<file path="config.mk">
export PLATFORM = sky130hd
export DESIGN_NAME = morse_decoder_flat
export DESIGN_NICKNAME = d
export VERILOG_FILES = /design/src/rtl/morse_decoder_if.sv /design/src/rtl/morse_decoder.sv /design/src/flat_wrapper.sv
export SDC_FILE = /design/constraint.sdc
export NUM_CORES = 1
export LEC_CHECK = 0
export BUFFER_PORTS_ARGS = -buffer_cell sky130_fd_sc_hd__buf_2
export CORE_MARGIN = 2
export CORE_UTILIZATION = 68
export CTS_BUF_LIST = sky130_fd_sc_hd__clkbuf_8 sky130_fd_sc_hd__clkbuf_16
export CTS_CLUSTER_SIZE = 14
export DETAILED_ROUTE_END_ITERATION = 16
export PLACE_DENSITY = 0.86
export SKIP_LAST_GASP = 1
export SLEW_MARGIN = 20
export SYNTH_ARGS = -nofsm -noshare
export SYNTH_HDL_FRONTEND = slang
export SYNTH_SLANG_ARGS = --single-unit
export TNS_END_PERCENT = 10
</file>
<file path="constraint.sdc">
create_clock -name clk -period 4.4 [get_ports clk]
set_clock_uncertainty 0.15 [all_clocks]
set_input_delay 0.88 -clock clk [delete_from_list [all_inputs] [get_ports clk]]
set_output_delay 0.88 -clock clk [all_outputs]
set_load 0.05 [all_outputs]
</file>
<file path="src/rtl/morse_decoder_if.sv">
// Decoded-letter output bundle of morse_decoder. It feeds the seven-segment stage.
interface morse_decoder_if;
  logic [4:0] morse_out;
  logic       valid;
  logic       err;
  logic       busy;

  modport master (output morse_out, valid, err, busy);
  modport slave  (input  morse_out, valid, err, busy);
endinterface

</file>
<file path="src/rtl/morse_decoder.sv">
// morse_decoder: turns a single Morse key into letter indices (A=0..Z=25, 31=invalid).
// The key is synchronized and optionally debounced. Each press is classified as a dot
// or a dash by its length. A release longer than GAP_CYC ends the letter, and the letter
// is then looked up and strobed out for one cycle.
// Optional feature: define MORSE_DEBOUNCE_EN to build a DEBOUNCE_CYC-cycle debouncer on
// the key. Without it, the synchronized key is used as-is.
module morse_decoder #(
  parameter int DOT_MAX      = 12500000,
  parameter int GAP_CYC      = 37500000,
  parameter int DEBOUNCE_CYC = 500000,
  parameter int CNT_W        = 26
) (
  input  logic             clk,
  input  logic             rst,
  input  logic             key,
  morse_decoder_if.master  mo
);

  localparam logic [CNT_W-1:0] DOT_MAX_C = CNT_W'(DOT_MAX);
  localparam logic [CNT_W-1:0] GAP_LAST  = CNT_W'(GAP_CYC - 1);

  // Reject parameter values for which the timing rules make no sense.
  if (DOT_MAX < 1 || GAP_CYC < 2 || DEBOUNCE_CYC < 1 || CNT_W < 2) begin : g_param_chk
    $error("morse_decoder: bad parameters");
  end

  typedef enum logic [1:0] {IDLE, MARK, SPACE, EMIT} state_t;

  // ---------------------------------------------------------------- synchronizer
  logic key_meta_q, key_meta_d, key_s_q, key_s_d, key_db;

  // Two-stage shift of the asynchronous key into the clock domain.
  always_comb begin
    key_meta_d = key;
    key_s_d    = key_meta_q;
  end

  // Synchronizer flops.
  always_ff @(posedge clk or negedge rst) begin
    if (!rst) begin
      key_meta_q <= 1'b0;
      key_s_q    <= 1'b0;
    end else begin
      key_meta_q <= key_meta_d;
      key_s_q    <= key_s_d;
    end
  end

`ifdef MORSE_DEBOUNCE_EN
  // ---------------------------------------------------------------- debouncer
  localparam int               DB_W    = $clog2(DEBOUNCE_CYC + 1);
  localparam logic [DB_W-1:0]  DB_LAST = DB_W'(DEBOUNCE_CYC - 1);

  logic [DB_W-1:0] db_cnt_q, db_cnt_d;
  logic            key_db_q, key_db_d;

  // Accept a new level only after it has differed for DEBOUNCE_CYC cycles in a row.
  // Any return to the accepted level restarts the count.
  always_comb begin
    db_cnt_d = '0;
    key_db_d = key_db_q;
    if (key_s_q != key_db_q) begin
      if (db_cnt_q == DB_LAST) key_db_d = key_s_q;
      else                     db_cnt_d = db_cnt_q + DB_W'(1);
    end
  end

  // Debounce state.
  always_ff @(posedge clk or negedge rst) begin
    if (!rst) begin
      db_cnt_q <= '0;
      key_db_q <= 1'b0;
    end else begin
      db_cnt_q <= db_cnt_d;
      key_db_q <= key_db_d;
    end
  end

  assign key_db = key_db_q;
`else
  assign key_db = key_s_q;
`endif

  // ---------------------------------------------------------------- letter table
  // The symbol is stored with the first element in the highest used bit. Only the low
  // n bits are meaningful, and the upper bits stay zero because sym is cleared per letter.
  function automatic logic [4:0] letter_of(input logic [2:0] n, input logic [3:0] s);
    logic [4:0] r;
    case ({n, s})
      {3'd1, 4'h0}: r = 5'd4;   // E .
      {3'd1, 4'h1}: r = 5'd19;  // T -
      {3'd2, 4'h0}: r = 5'd8;   // I ..
      {3'd2, 4'h1}: r = 5'd0;   // A .-
      {3'd2, 4'h2}: r = 5'd13;  // N -.
      {3'd2, 4'h3}: r = 5'd12;  // M --
      {3'd3, 4'h0}: r = 5'd18;  // S ...
      {3'd3, 4'h1}: r = 5'd20;  // U ..-
      {3'd3, 4'h2}: r = 5'd17;  // R .-.
      {3'd3, 4'h3}: r = 5'd22;  // W .--
      {3'd3, 4'h4}: r = 5'd3;   // D -..
      {3'd3, 4'h5}: r = 5'd10;  // K -.-
      {3'd3, 4'h6}: r = 5'd6;   // G --.
      {3'd3, 4'h7}: r = 5'd14;  // O ---
      {3'd4, 4'h0}: r = 5'd7;   // H ....
      {3'd4, 4'h1}: r = 5'd21;  // V ...-
      {3'd4, 4'h2}: r = 5'd5;   // F ..-.
      {3'd4, 4'h4}: r = 5'd11;  // L .-..
      {3'd4, 4'h6}: r = 5'd15;  // P .--.
      {3'd4, 4'h7}: r = 5'd9;   // J .---
      {3'd4, 4'h8}: r = 5'd1;   // B -...
      {3'd4, 4'h9}: r = 5'd23;  // X -..-
      {3'd4, 4'hA}: r = 5'd2;   // C -.-.
      {3'd4, 4'hB}: r = 5'd24;  // Y -.--
      {3'd4, 4'hC}: r = 5'd25;  // Z --..
      {3'd4, 4'hD}: r = 5'd16;  // Q --.-
      default:      r = 5'd31;
    endcase
    return r;
  endfunction

  // ---------------------------------------------------------------- FSM + datapath
  state_t           state_q, state_d;
  logic [CNT_W-1:0] press_q, press_d, gap_q, gap_d;
  logic [3:0]       sym_q, sym_d;
  logic [2:0]       sym_cnt_q, sym_cnt_d;
  logic             ovf_q, ovf_d;
  logic [4:0]       morse_out_q, morse_out_d, code;
  logic             valid_q, valid_d, err_q, err_d;

  assign code = letter_of(sym_cnt_q, sym_q);

  // Next state, element capture and letter emission. Outputs are loaded on the
  // SPACE->EMIT edge, so the valid strobe coincides with the EMIT cycle.
  always_comb begin
    state_d     = state_q;
    press_d     = press_q;
    gap_d       = gap_q;
    sym_d       = sym_q;
    sym_cnt_d   = sym_cnt_q;
    ovf_d       = ovf_q;
    morse_out_d = morse_out_q;
    valid_d     = 1'b0;
    err_d       = 1'b0;
    case (state_q)
      IDLE: begin
        if (key_db) begin
          state_d = MARK;
          press_d = '0;
        end
      end
      MARK: begin
        if (key_db) begin
          if (!(&press_q)) press_d = press_q + CNT_W'(1);
        end else begin
          // A fifth element cannot fit, so mark the letter as bad and keep sym intact.
          if (sym_cnt_q == 3'd4) ovf_d = 1'b1;
          else begin
            sym_d     = {sym_q[2:0], (press_q >= DOT_MAX_C)};
            sym_cnt_d = sym_cnt_q + 3'd1;
          end
          state_d = SPACE;
          gap_d   = '0;
        end
      end
      SPACE: begin
        // Letter end wins over a press that lands on the same cycle.
        if (gap_q == GAP_LAST) begin
          state_d     = EMIT;
          valid_d     = 1'b1;
          err_d       = ovf_q || (code == 5'd31);
          morse_out_d = err_d ? 5'd31 : code;
        end else if (key_db) begin
          state_d = MARK;
          press_d = '0;
        end else begin
          gap_d = gap_q + CNT_W'(1);
        end
      end
      EMIT: begin
        sym_d     = '0;
        sym_cnt_d = '0;
        ovf_d     = 1'b0;
        press_d   = '0;
        state_d   = key_db ? MARK : IDLE;
      end
      default: state_d = IDLE;
    endcase
  end

  // State and datapath registers.
  always_ff @(posedge clk or negedge rst) begin
    if (!rst) begin
      state_q     <= IDLE;
      press_q     <= '0;
      gap_q       <= '0;
      sym_q       <= '0;
      sym_cnt_q   <= '0;
      ovf_q       <= 1'b0;
      morse_out_q <= '0;
      valid_q     <= 1'b0;
      err_q       <= 1'b0;
    end else begin
      state_q     <= state_d;
      press_q     <= press_d;
      gap_q       <= gap_d;
      sym_q       <= sym_d;
      sym_cnt_q   <= sym_cnt_d;
      ovf_q       <= ovf_d;
      morse_out_q <= morse_out_d;
      valid_q     <= valid_d;
      err_q       <= err_d;
    end
  end

  assign mo.morse_out = morse_out_q;
  assign mo.valid     = valid_q;
  assign mo.err       = err_q;
  assign mo.busy      = (state_q == MARK) || (state_q == SPACE);

endmodule

</file>
<file path="src/flat_wrapper.sv">
// flat-port wrapper written by rule: the top's interface ports become plain ports
module morse_decoder_flat 
#(
  parameter int DOT_MAX      = 12500000,
  parameter int GAP_CYC      = 37500000,
  parameter int DEBOUNCE_CYC = 500000,
  parameter int CNT_W        = 26
)
  (clk, rst, key, mo_morse_out, mo_valid, mo_err, mo_busy);
  morse_decoder_if mo_i ();
  input  logic clk;
  input  logic rst;
  input  logic key;
  output wire logic [$bits(mo_i.morse_out)-1:0] mo_morse_out;
  output wire logic [$bits(mo_i.valid)-1:0] mo_valid;
  output wire logic [$bits(mo_i.err)-1:0] mo_err;
  output wire logic [$bits(mo_i.busy)-1:0] mo_busy;
  assign mo_morse_out = mo_i.morse_out;
  assign mo_valid = mo_i.valid;
  assign mo_err = mo_i.err;
  assign mo_busy = mo_i.busy;
  morse_decoder #(.DOT_MAX(DOT_MAX), .GAP_CYC(GAP_CYC), .DEBOUNCE_CYC(DEBOUNCE_CYC), .CNT_W(CNT_W)) u_core (.clk(clk), .rst(rst), .key(key), .mo(mo_i));
endmodule
</file>
* Word-level counts from Yosys, hierarchy flattened *
Memories as Yosys holds them, arrays and structs flattened.
Index checks and enable logic that the tools add are counted.

operators by class
  add/sub/neg operators = 3
  multiply operators = 0
  div/mod/pow operators = 0
  $lt $le $gt $ge = 1
  equality and inequality tests = 13
  shift-type cells = 0
  multiplexer cells = 28
  bitwise gates (word level) = 0
  reduce and logical (&&, ||, !) cells = 11

operators by type and width
  operator               count
  $mux 26                7
  $pmux 26 s4            1
  $add 26x1->26 const B  2
  $pmux 26 s2            1
  $eq 26x26->1 const B   1
  $ge 26x24->1 const B   1
  $reduce_and 26->1      1
  $ne 2x2->1 const B     5
  $reduce_and 3->1       3
  $mux 4                 2
  $pmux 2 s4             1
  $pmux 4 s2             1
  $mux 1                 7
  $mux 2                 3
  $mux 3                 2
  $pmux 3 s2             1
  $eq 5x5->1 const B     1
  $mux 5                 1
  $eq 2x2->1 const B     2
  $ne 2x1->1 const B     2
  $reduce_and 4->1       1
  $reduce_bool 2->1      2
  $add 3x1->3 const B    1
  $eq 3x3->1 const B     1
  other kinds (5)        6

word-level totals
  register bits = 71
  bits in latches = 0
  RAM bits = 0
  bits in read-only memories = 640
  bits of input ports = 3
  output and inout port bits = 8
  memories kept = 1

memory list
  memory           depth  bits a word  rd ports  clocked after memory_dff  write ports  RTL line             source
  (no name shown)  128    5            1         0                         0            morse_decoder.sv:89  case ({n, s})

* Depth between registers and ports, before layout *
An unclocked memory read counts as a cell.

  word-level depth = 5
  depth in mapped cells = 10

* Least setup slack after synthesis *
No wires, ideal clock.

  kind = reg-to-reg
  from = register u_core.state_q[0]
  to = register u_core.gap_q[20]
  library setup time = 0.132 ns
  arrival time = 2.136 ns
  data required time = 4.118 ns
  path slack = 1.982 ns
  cell stages (with the launch flop) = 8
  cells stage by stage = dfrtp_1 -> inv_1 -> ha_1 -> nand2_1 -> nor4_1 -> nand3_1 -> xor2_1 -> nor2_1

between the ends
  longest elaborated chain between the ends = 3

ends and longest elaborated chain
  what                                                              RTL line              source
  from (decl)                                                       morse_decoder.sv:122  state_t state_q, state_d;
  from (signal assigned)                                            morse_decoder.sv:203  state_q <= state_d;
  $eq 2x2->1 or $eq 2x1->1 (tied branches)                          morse_decoder.sv:144  case (state_q)
  $ne 2x2->1 (no source line) or $reduce_bool 2->1 (tied branches)  -
  $reduce_and 4->1 (no source line)                                 -
  to (signal assigned)                                              morse_decoder.sv:205  gap_q <= gap_d;
  to (decl)                                                         morse_decoder.sv:123  logic [CNT_W-1:0] press_q, press_d, gap_q, gap_d;

Several ways; a longest one is shown, not always the timed one.
A chain may end at the register's enable or synchronous reset.

* Worst setup path after layout *
  from = register u_core.state_q[1]
  to = register u_core.press_q[13]

between the ends
  longest elaborated chain between the ends = 3

ends and longest elaborated chain
  what                                                       RTL line              source
  $eq 2x1->1 or $eq 2x2->1 (tied branches)                   morse_decoder.sv:144
  $ne 2x1->1 (no source line) or $ne 2x2->1 (tied branches)  -
  $reduce_and 3->1 (no source line)                          -
  to (signal assigned)                                       morse_decoder.sv:204  press_q <= press_d;
  to (decl)                                                  morse_decoder.sv:123

Several ways; a longest one is shown, not always the timed one.

==> metrics <==
run status=finished clean; endpoint class of the critical path=register; Largest delay share family, worst path=simple AND/OR/NAND/NOR gates; Setup Total Neg Slack=0 ns; DRC viols=0; Netlist Area Pre-Place=0.00423 sq mm; Final Setup Violations=0; drt wl/cell=16.6 um; final std cells w/o fill=565; I/O pins=11; Hold WC Path Type=register to register; Crit path largest cell delay=0.74 ns; Final Power=1860 uW; Setup Fix Bufs, Post-CTS=0; routability cong.=0.829; largest net degree at the start of global routing=49; endpoints failing hold=0; Synth Area in Compound Gates=0.179; Clock Pin Slew Worst Setup and Hold Paths=0.08 ns; Synth Area in Simple Gates=0.273; post-synthesis sequential area ratio=0.420; CTS tree=done; syn avg cell area=8.74 sq um; HPWL Detailed=6390 um; GRT Total Usage=0.290; PortBufs=10; XOR/XNOR Fraction of Synth Area=0.0435; die height=82.9 um; vias in the first global route=3,520; Fmax=322 MHz; number of cells upsized or downsized after cts=0; clock sink count=71; Cells after DPL=549; Synth cell types=52; mux cell area share after synthesis=0.00237; reg2reg path depth=6; Max VDD drop=0.000375 V; Post-synth EDFFs=0; Root Buffer=clkbuf_8; final worst slack=1.29 ns; WP depth=6; Std-Cell Rows=28; Max Slew Vio Count=0; slew of the pin with the lowest slew margin=0.879 ns; RSZ-0062 raised after global routing=false; Ant. Diodes=0; Yosys reg bits=71; Post-Place Setup Slack=1.37 ns; pwr/cell area=414 mW/mm^2; Cell Chain, Critical Path=inv_1, ha_1, inv_1, or3_1, or4_1, nand2_1; hold path depth=0; Core Util, Final=0.755; Crit path top cell by count=inv_1; multi-input logic area=0.00231 sq mm; WP data arrival=3.26 ns; Vias per Instance=6.62; register area=0.00178 sq mm; Nets=504; worst rel slew slack=0.409; H-tree levels=3; initial antenna violation count=0; layout cell share with drive strength beyond 1=0.0796; worst-skew pair later-pin latency=0.35 ns; Clock Path Buffers=2; CP max FO=24; WP buf/inv=2; Ys Warns=0; Final period util=0.706; Post-Synthesis Cells=484; Pre-Repair DR Iteration Count=5; DR iter-0 viols=377; main combinational cell family by area after synthesis=simple AND/OR/NAND/NOR gates; first-pass GRT wire length=16,400 um; Congestion Overflow GR=0; syn nets=503; Post-DRT Antenna Nets=0; crit start category=register; Worst path slowest cell=or3_1; Leak=0.00187 uW; core area=0.00596 sq mm; Post-Route WL=9350 um; Post-synth top flop=dfrtp_1; max-cap violation count=0; Async S/R FF share, synth=1.00; Die Wd=82.9 um; Critical Path RT=4.55 ns; total vias in the final route=3,742; hold buffer count at CTS=0; Starting Density=0.710; WS Path Type=register to register; P&R area growth vs syn=6.39%; number of buffers created by CTS=9; Die ar.=0.00687 sq mm; Fillers=432; Period minus WS final=3.11 ns; Post-Synth Adder-Cell Area=0.0473
[sequential cells by signal, indices dropped and copies added (netlist names)]
| register | flops |
|---|---|
| u_core.mo.morse_out | 5 |
| u_core.key_meta_q | 1 |
| u_core.press_q | 26 |
| u_core.mo.err | 1 |
| u_core.sym_q | 4 |
| u_core.state_q | 2 |
| u_core.ovf_q | 1 |
| u_core.sym_cnt_q | 3 |
| u_core.mo.valid | 1 |
| u_core.key_db | 1 |
| u_core.gap_q | 26 |
[routing by layer]
metal | vias up | share of wire | routed length [um] | global-route usage
li1 | 1760 | - | - | -
met1 | 1804 | 0.43 | 4030 | 0.390
met5 | - | 0 | 0 | 0
met2 | 148 | 0.48 | 4510 | 0.471
met4 | 0 | 0.026 | 245 | 0.125
met3 | 30 | 0.060 | 561 | 0.0427
[through the flow]
step | instance area, sq um | hold slack (ns)
finish | 4500 | 0.200
global route | 4500 | 0.204
CTS | 4500 | 0.205
detailed placement | 4290 | 0.185
global placement | 4290 | 0.187
floorplan | 4230 | 0.181
[final timing paths]
| path | slack [ns] | endpoint | startpoint |
|---|---|---|---|
| setup / recovery | 1.29 | u_core.press_q[13] | u_core.state_q[1] |
| setup reg to reg | 1.29 | u_core.press_q[13] | u_core.state_q[1] |
| min in group asynchronous | 0.37 | u_core.mo.morse_out[4] | rst |
| hold / removal | 0.20 | u_core.key_db | u_core.key_meta_q |
| hold reg to reg | 0.20 | u_core.key_db | u_core.key_meta_q |
| max in group asynchronous | 2.73 | u_core.gap_q[12] | rst |
[area by class of cell]
cell class	count	share of cell area
sequential	71	0.395
inverter	15	0.0125
tap	75	0.0209
clock buffer	10	0.0306
timing repair buffer	11	0.0128
clock inverter	6	0.0153
multi-input combinational	377	0.513
[cell usage after synthesis, types with 11 or more instances]
library cell	number	area share
nand2_1	41	0.036
inv_1	15	0.013
clkbuf_1	13	0.012
nor2_1	59	0.052
a21oi_1	15	0.018
dfrtp_1	71	0.42
nand4_1	15	0.022
nand3_1	21	0.025
ha_1	16	0.047
xnor2_1	13	0.027
o21ai_0	52	0.062
o31ai_1	14	0.025
nor4_1	11	0.016
[kinds of logic after synthesis]
family                     after synthesis
AOI/OAI and AO/OA                      120
xor gates and xnor gates                21
adders and majority gates               16
buffers and inverters                   36
DFF                                     71
muxes                                    1
and+or+nand+nor                        219
[cells in the final DEF, fill, tap and decap left out, types with 4 or more instances in the layout]
master,count
nand3_1,21
o211ai_1,4
and4_1,6
nor2b_1,6
a21oi_1,15
a31oi_1,7
nor4_1,11
or3_1,5
xnor2_1,13
o21a_1,4
nand2_1,41
clkbuf_8,10
nor3_1,9
o21ai_0,52
buf_2,10
o41ai_1,8
xor2_1,8
or2_2,4
nand4_1,15
nor2_1,58
and3_1,7
and2_1,10
o31ai_1,14
inv_1,15
nand2b_1,8
dfrtp_1,71
ha_1,16
[where the power goes]
part	internal, uW	switching, uW
clock network	280	258
logic	182	382
registers	689	73.7
[worst register-to-register path: cells and delay by family (launching register included)]
kind                     cells  cell delay, ns
AND/OR/NAND/NOR              3            1.38
adder cells (fa/ha/maj)      1            0.63
buffers and inverters        2            0.48
flip-flops                   1            0.42
Power figures use the tool's default switching activity.
